### src/rtl/debouncer_bank_if.sv
// Signal bundle between raw board inputs / consumers and the debouncer bank.
// The master drives the raw inputs and the tick enable; the slave is the bank.
interface debouncer_bank_if #(
  parameter int unsigned N_CH = 4
);
  logic            tick_en;
  logic [N_CH-1:0] bouncy_in;
  logic [N_CH-1:0] debounced_out;
  logic [N_CH-1:0] rise;
  logic [N_CH-1:0] fall;
  logic [N_CH-1:0] held;

  modport master (
    output tick_en,
    output bouncy_in,
    input  debounced_out,
    input  rise,
    input  fall,
    input  held
  );

  modport slave (
    input  tick_en,
    input  bouncy_in,
    output debounced_out,
    output rise,
    output fall,
    output held
  );
endinterface

### src/rtl/debouncer_bank.sv
// Bank of independent debouncers: per-channel synchronizer, four-state debounce FSM,
// clean level, one-cycle rise/fall pulses and an optional long-press pulse.
module debouncer_bank #(
  parameter int unsigned N_CH         = 4,
  parameter int unsigned SYNC_STAGES  = 2,
  parameter int unsigned BOUNCE_TICKS = 10,
  parameter int unsigned HOLD_TICKS   = 0
) (
  input logic              clk,
  input logic              rst,
  debouncer_bank_if.slave  bus
);

  localparam int unsigned DW = $clog2(BOUNCE_TICKS) + 1;
  localparam int unsigned HW = $clog2(HOLD_TICKS) + 1;
  localparam logic [DW-1:0] BOUNCE_LAST = DW'(BOUNCE_TICKS - 1);
  localparam logic [HW-1:0] HOLD_MAX    = HW'(HOLD_TICKS);
  localparam logic [HW-1:0] HOLD_LAST   = HW'((HOLD_TICKS > 0) ? HOLD_TICKS - 1 : 0);
  localparam bit            HOLD_EN     = (HOLD_TICKS > 0);

  typedef enum logic [1:0] {
    S_0       = 2'd0,
    S_MAYBE_1 = 2'd1,
    S_1       = 2'd2,
    S_MAYBE_0 = 2'd3
  } state_t;

  logic [SYNC_STAGES-1:0] sync_q  [N_CH];
  state_t                 state_q [N_CH];
  logic [DW-1:0]          db_cnt_q  [N_CH];
  logic [HW-1:0]          hold_cnt_q[N_CH];
  logic [N_CH-1:0]        level_q;
  logic [N_CH-1:0]        rise_q;
  logic [N_CH-1:0]        fall_q;
  logic [N_CH-1:0]        held_q;

  // Synchronizers, debounce FSMs and registered pulse outputs for every channel.
  always_ff @(posedge clk) begin
    if (rst) begin
      level_q <= '0;
      rise_q  <= '0;
      fall_q  <= '0;
      held_q  <= '0;
      for (int c = 0; c < N_CH; c++) begin
        sync_q[c]     <= '0;
        state_q[c]    <= S_0;
        db_cnt_q[c]   <= '0;
        hold_cnt_q[c] <= '0;
      end
    end else begin
      rise_q <= '0;
      fall_q <= '0;
      held_q <= '0;
      for (int c = 0; c < N_CH; c++) begin
        sync_q[c] <= {sync_q[c][SYNC_STAGES-2:0], bus.bouncy_in[c]};
        case (state_q[c])
          S_0: begin
            if (sync_q[c][SYNC_STAGES-1]) begin
              state_q[c]  <= S_MAYBE_1;
              db_cnt_q[c] <= '0;
            end
          end
          S_MAYBE_1: begin
            if (!sync_q[c][SYNC_STAGES-1]) begin
              state_q[c] <= S_0;
            end else if (bus.tick_en) begin
              if (db_cnt_q[c] == BOUNCE_LAST) begin
                state_q[c]    <= S_1;
                level_q[c]    <= 1'b1;
                rise_q[c]     <= 1'b1;
                hold_cnt_q[c] <= '0;
              end else begin
                db_cnt_q[c] <= db_cnt_q[c] + DW'(1);
              end
            end
          end
          S_1: begin
            if (!sync_q[c][SYNC_STAGES-1]) begin
              state_q[c]    <= S_MAYBE_0;
              db_cnt_q[c]   <= '0;
              hold_cnt_q[c] <= '0;
            end else if (HOLD_EN && bus.tick_en && (hold_cnt_q[c] != HOLD_MAX)) begin
              // Saturating at HOLD_MAX keeps held to a single pulse per press.
              hold_cnt_q[c] <= hold_cnt_q[c] + HW'(1);
              if (hold_cnt_q[c] == HOLD_LAST) held_q[c] <= 1'b1;
            end
          end
          S_MAYBE_0: begin
            if (sync_q[c][SYNC_STAGES-1]) begin
              state_q[c] <= S_1;
            end else if (bus.tick_en) begin
              if (db_cnt_q[c] == BOUNCE_LAST) begin
                state_q[c] <= S_0;
                level_q[c] <= 1'b0;
                fall_q[c]  <= 1'b1;
              end else begin
                db_cnt_q[c] <= db_cnt_q[c] + DW'(1);
              end
            end
          end
          default: begin
            state_q[c]    <= S_0;
            level_q[c]    <= 1'b0;
            db_cnt_q[c]   <= '0;
            hold_cnt_q[c] <= '0;
          end
        endcase
      end
    end
  end

  assign bus.debounced_out = level_q;
  assign bus.rise          = rise_q;
  assign bus.fall          = fall_q;
  assign bus.held          = held_q;

endmodule

### src/flat_wrapper.sv
// flat-port wrapper written by rule: the top's interface ports become plain ports
module debouncer_bank_flat 
#(
  parameter int unsigned N_CH         = 4,
  parameter int unsigned SYNC_STAGES  = 2,
  parameter int unsigned BOUNCE_TICKS = 10,
  parameter int unsigned HOLD_TICKS   = 0
)
  (clk, rst, bus_tick_en, bus_bouncy_in, bus_debounced_out, bus_rise, bus_fall, bus_held);
  debouncer_bank_if #(.N_CH(N_CH)) bus_i ();
  input logic clk;
  input logic rst;
  input wire logic [$bits(bus_i.tick_en)-1:0] bus_tick_en;
  input wire logic [$bits(bus_i.bouncy_in)-1:0] bus_bouncy_in;
  output wire logic [$bits(bus_i.debounced_out)-1:0] bus_debounced_out;
  output wire logic [$bits(bus_i.rise)-1:0] bus_rise;
  output wire logic [$bits(bus_i.fall)-1:0] bus_fall;
  output wire logic [$bits(bus_i.held)-1:0] bus_held;
  assign bus_i.tick_en = bus_tick_en;
  assign bus_i.bouncy_in = bus_bouncy_in;
  assign bus_debounced_out = bus_i.debounced_out;
  assign bus_rise = bus_i.rise;
  assign bus_fall = bus_i.fall;
  assign bus_held = bus_i.held;
  debouncer_bank #(.N_CH(N_CH), .SYNC_STAGES(SYNC_STAGES), .BOUNCE_TICKS(BOUNCE_TICKS), .HOLD_TICKS(HOLD_TICKS)) u_core (.clk(clk), .rst(rst), .bus(bus_i));
endmodule
### config.mk
export PLATFORM = sky130hd
export DESIGN_NAME = debouncer_bank_flat
export DESIGN_NICKNAME = d
export VERILOG_FILES = /design/src/rtl/debouncer_bank_if.sv /design/src/rtl/debouncer_bank.sv /design/src/flat_wrapper.sv
export SDC_FILE = /design/constraint.sdc
export NUM_CORES = 1
export LEC_CHECK = 0
export ABC_AREA = 0
export BUFFER_PORTS_ARGS = -buffer_cell sky130_fd_sc_hd__buf_2
export CAP_MARGIN = 40
export CORE_ASPECT_RATIO = 1.4
export CORE_MARGIN = 3
export CORE_UTILIZATION = 45
export CTS_CLUSTER_DIAMETER = 200
export CTS_CLUSTER_SIZE = 28
export DETAILED_ROUTE_END_ITERATION = 8
export MAX_ROUTING_LAYER = met4
export RECOVER_POWER = 50
export SLEW_MARGIN = 0
export SYNTH_ARGS = -nofsm -noshare
export SYNTH_HDL_FRONTEND = slang
export SYNTH_SLANG_ARGS = --single-unit
### constraint.sdc
create_clock -name clk -period 4.15 [get_ports clk]
set_input_delay 0.415 -clock clk [delete_from_list [all_inputs] [get_ports clk]]
set_output_delay 0.415 -clock clk [all_outputs]
set_load 0.1 [all_outputs]
---- Yosys cells after proc, flatten, opt, wreduce, memory -nomap -nowiden ----
Memory sizes are Yosys's and may differ from the RTL's.
Cells that the tools add are included.
word-level totals
  register bits after elaboration ......... 12
  latch bits .............................. 0
  bits in writable memories ............... 36
  bits in read-only memories .............. 0
  bits of input ports ..................... 7
  word-level logic and storage cells ...... 320
  memories ................................ 3
memories
  name             depth  width  read ports  clocked after memory_dff  wr ports  RTL line              source
  u_core.db_cnt_q  4      5      4           0                         4         debouncer_bank.sv:30  logic [DW-1:0] db_cnt_q [N_CH];
  u_core.state_q   4      2      4           0                         4         debouncer_bank.sv:29  state_t state_q [N_CH];
  u_core.sync_q    4      2      4           0                         4         debouncer_bank.sv:28  logic [SYNC_STAGES-1:0] sync_q [N_CH];
operators by class
  $add $sub $neg .......................... 4
  $mul .................................... 0
  divide/modulo/power cells ............... 0
  magnitude comparators ................... 0
  equal/unequal tests ..................... 40
  shifts and indexed selects .............. 0
  muxes and demuxes ....................... 211
  bitwise operators ....................... 44
  reductions and logical operators ........ 12
operator list
  kind                                            number
  two-way mux 1 bit                               163
  two-way mux 5 bit                               16
  two-way mux 2 bit                               28
  bitwise OR 1 bit                                44
  AND reduction 7 bit                             4
  != test 2 x 1 -> 1 bit (second input constant)  12
  != test 2 bit (second input constant)           12
  adder 5 x 1 -> 5 bit (second input constant)    4
  == test 5 x 4 -> 1 bit (second input constant)  4
  == test 2 bit (second input constant)           8
  == test 2 x 1 -> 1 bit (second input constant)  4
  logical NOT 2 bit                               4
  one-hot mux 1 bit (2 select lines)              4
  nonzero test 2 bit                              4

---- Depth between registers and ports, before layout ----
An unclocked memory read counts as a cell.
  depth after elaboration ................. 12
  depth in mapped cells ................... 5
  mapped depth without buffers ............ 5

---- Worst setup path after synthesis ----
Ideal clock, no wire load.
  path kind ............................... flip-flop to flip-flop
  start point ............................. memory u_core.db_cnt_q[0][0] (netlist name)
  end point ............................... memory u_core.db_cnt_q[0][0] (netlist name), enable pin
  arrival ................................. 1.409 ns
  required time ........................... 3.776 ns
  path slack .............................. 2.367 ns
  cell stages (with the launch flop) ...... 5
  clock period less this slack ............ 1.783 ns
  path through ............................ edfxtp_1 ha_1 and4bb_4 o21a_1 o21ai_0
RTL lines
  item         RTL line
  from (decl)  debouncer_bank.sv:30

==> summary.txt <==
Setup path
  – Critical path class: input pin to flop
  – Worst EP arrival: 2.22 ns
  – Worst path required time: 4.08 ns
  – Crit path launch type: input pin
  – Crit path max fanout: 29
  – CP endpoint kind: flop

Cells and area
  – Nets@finish: 245
  – Commonest non-fill, non-tap cell in the layout: edfxtp_1
  – Final core occ: 50.8%
  – Share of cells above drive strength 1: 6.49%
  – Most frequent cells in the layout: edfxtp_1, nor2_1, dfxtp_1
  – # diodes: 0
  – Fill cells: 488
  – Layout area overhead: 6.29%

Clocking
  – CTS resizes: 0
  – CTS tree: done
  – Postcts setup bufs: 0
  – CTS H-Tree Depth: 2
  – Clk Latency, worst-skew pair: 0.30 ns
  – CTS Buf Count: 5
  – Clock slew at reported path FFs: 0.08 ns
  – Clock sinks: 48
  – Hold_buf cts: 0
  – CTS Buffer Depth: 2
  – Clock Root Buffer: clkbuf_8

Route
  – DRT antenna net count: 0
  – DRT iter0 DRCs: 58
  – First-pass iteration count of the detailed router: 4
  – Wire per inst: 14.1 um
  – DR vias/cell: 5.31
  – Aggregate routed wire length: 4.16 mm
  – Via Count: 1567
  – # DRC: 0

Floorplanning
  – Row cnt: 30
  – Core area: 4950 um2
  – Top Ports: 23
  – Chip height: 91.8 um
  – Starting Density: 47.8%
  – Die width: 67.3 um
  – Die Footprint: 6180 um2

Synthesis
  – Avg Cell Area, Syn: 10.9 um2
  – Ys async rst share: 0%
  – Multiplexer share of the synthesized area: 0%
  – Sequential share of the synthesized area: 52.5%
  – Largest family of logic cells by synthesized area: simple AND/OR/NAND/NOR gates
  – Post-synthesis adder-cell area fraction: 4.23%
  – Simple-Gate Fraction of Synth Area: 19.8%
  – Main synth FF type: edfxtp_1
  – Post-Syn Instances: 217
  – Mapped Area: 2370 um2
  – #FFs+latches synth: 48
  – Post-synth cell types: 37
  – Complex-gate fraction of the synthesized area: 9.41%
  – EDFF count, synth: 28
  – XOR/XNOR Fraction of Synth Area: 7.77%
  – Synth warn: 0

GRT
  – Largest net degree at the start of global routing: 30
  – Congestion Overflow GR: 0
  – First-pass GRT wire length: 7.28 mm
  – Gr usage total: 15.6%
  – Vias in the first global route: 1535
  – Initial antenna violation count: 0

STA
  – Final Hold Fails: 0
  – Tcrit/Tclk final: 55.2%
  – RSZ-0062 raised after global routing: no
  – Max Clk Rate: 436 MHz
  – Final Skew: 0.00837 ns
  – Setup TNS: 0 ns
  – Worst-Margin Slew: 1.17 ns
  – Pins Over Slew Limit: 0
  – Slew headroom: 22.0%
  – Min Tclk post-route: 2.29 ns
  – Final setup fails: 0

Pwr
  – Worst VDD drop: 0.000239 V
  – Leakage: 0.922 nW
  – Pwr/cell area: 527 nW/um2

Placed design
  – Final GP Congestion: 0.815
  – IO Port Bufs: 18
  – HPWL Detailed: 3.02 mm

Outcome
  – Status: complete, no violations

Job
  – Max Cap Viol: 0

Min path
  – Min-Delay Path Class: input pin to flop
## synth_stat cells, drive strengths merged, types with 2 or more instances
master,number,area share [%]
edfxtp,28,36
nor2,25,4.0
dfxtp,20,17
nand3,14,3.2
inv,13,2.1
xor2,12,4.4
nor2b,10,2.6
o21ai,9,1.9
xnor2,9,3.3
buf,8,2.1
ha,8,4.2
nor3,8,1.7
clkbuf,7,2.0
a21oi,5,1.1
a211oi,4,1.3
and4bb,4,2.4
nand4b,4,1.5
nor3b,4,1.3
nand2b,3,0.79
nand4,3,0.79
o32ai,3,1.1
a311o,2,0.85
and4,2,0.95
o211a,2,0.85
o21a,2,0.63
## where the power goes
| group | leakage, nW | switching (mW) | internal, mW |
|---|---|---|---|
| Combinational | 0.418 | 0.179 | 0.120 |
| Sequential | 0.465 | 0.134 | 0.631 |
| Clock | 0.0388 | 0.144 | 0.117 |
## registers in the layout, summed over array words and instances, names as in the netlist
name	cells
u_core.sync_q	8
u_core.bus.rise	4
u_core.bus.debounced_out	4
u_core.state_q	8
u_core.db_cnt_q	20
u_core.bus.fall	4
## per-stage QoR
stage / hold WS (ns) / std cells / total power, mW / instance area (um2) / setup WS (ns)
final: 0.324 / 295 / 1.33 / 2510 / 1.86
after CTS: 0.324 / 295 / 1.34 / 2530 / 2.11
after detailed placement: 0.428 / 287 / 1.08 / 2450 / 2.08
after global placement: 0.416 / 287 / 1.07 / 2450 / 2.15
after global routing: 0.338 / 295 / 1.42 / 2510 / 1.58
after floorplan: 0.414 / 220 / 1.01 / 2380 / 2.37
## path summary, 6_finish.rpt
kind	to	cells after the start	slack (ns)	start
worst max-delay path	u_core.db_cnt_q[0][4]	3	1.86	rst
worst max register to register	u_core.db_cnt_q[1][1]	4	2.16	u_core.db_cnt_q[1][0]
worst min register to register	u_core.sync_q[0][5]	1	0.44	u_core.sync_q[0][4]
worst min-delay path	u_core.sync_q[0][6]	2	0.32	bus_bouncy_in[3]
## cell type report
type	count	area [um2]	share of cell area [%]
Clock inverter	2	11.3	0.448
Tap cell	64	80.1	3.18
Clock buffer	6	72.6	2.89
Inverter	13	48.8	1.94
Multi-Input combinational cell	144	987	39.3
Timing Repair Buffer	18	73.8	2.94
Sequential cell	48	1240	49.4
## critical path, cell delays in order
cell	delay, ns
clkbuf_1	0.83
inv_1	0.52
o21ai_0	0.45
## cell families (layout without fill, tap and decap cells)
group | Yosys count | in the layout
AND/OR/NAND/NOR | 79 | 79
other | 1 | 4
buffers and inverters | 28 | 39
XOR/XNOR | 21 | 21
AO/OA/AOI/OAI | 32 | 32
flip-flops | 48 | 48
adder cells (fa/ha/maj) | 8 | 8
## metal layers
metal / part of all wire (%) / routed length, um / global-route usage [%] / up-vias
li1: - / - / - / 784
met1: 43 / 1800 / 20.0 / 751
met2: 51 / 2140 / 24.6 / 27
met3: 3.6 / 149 / 2.94 / 5
met4: 1.7 / 69 / 5.41 / 0
met5: 0 / 0 / - / -
(Power assumes the default switching activity.)
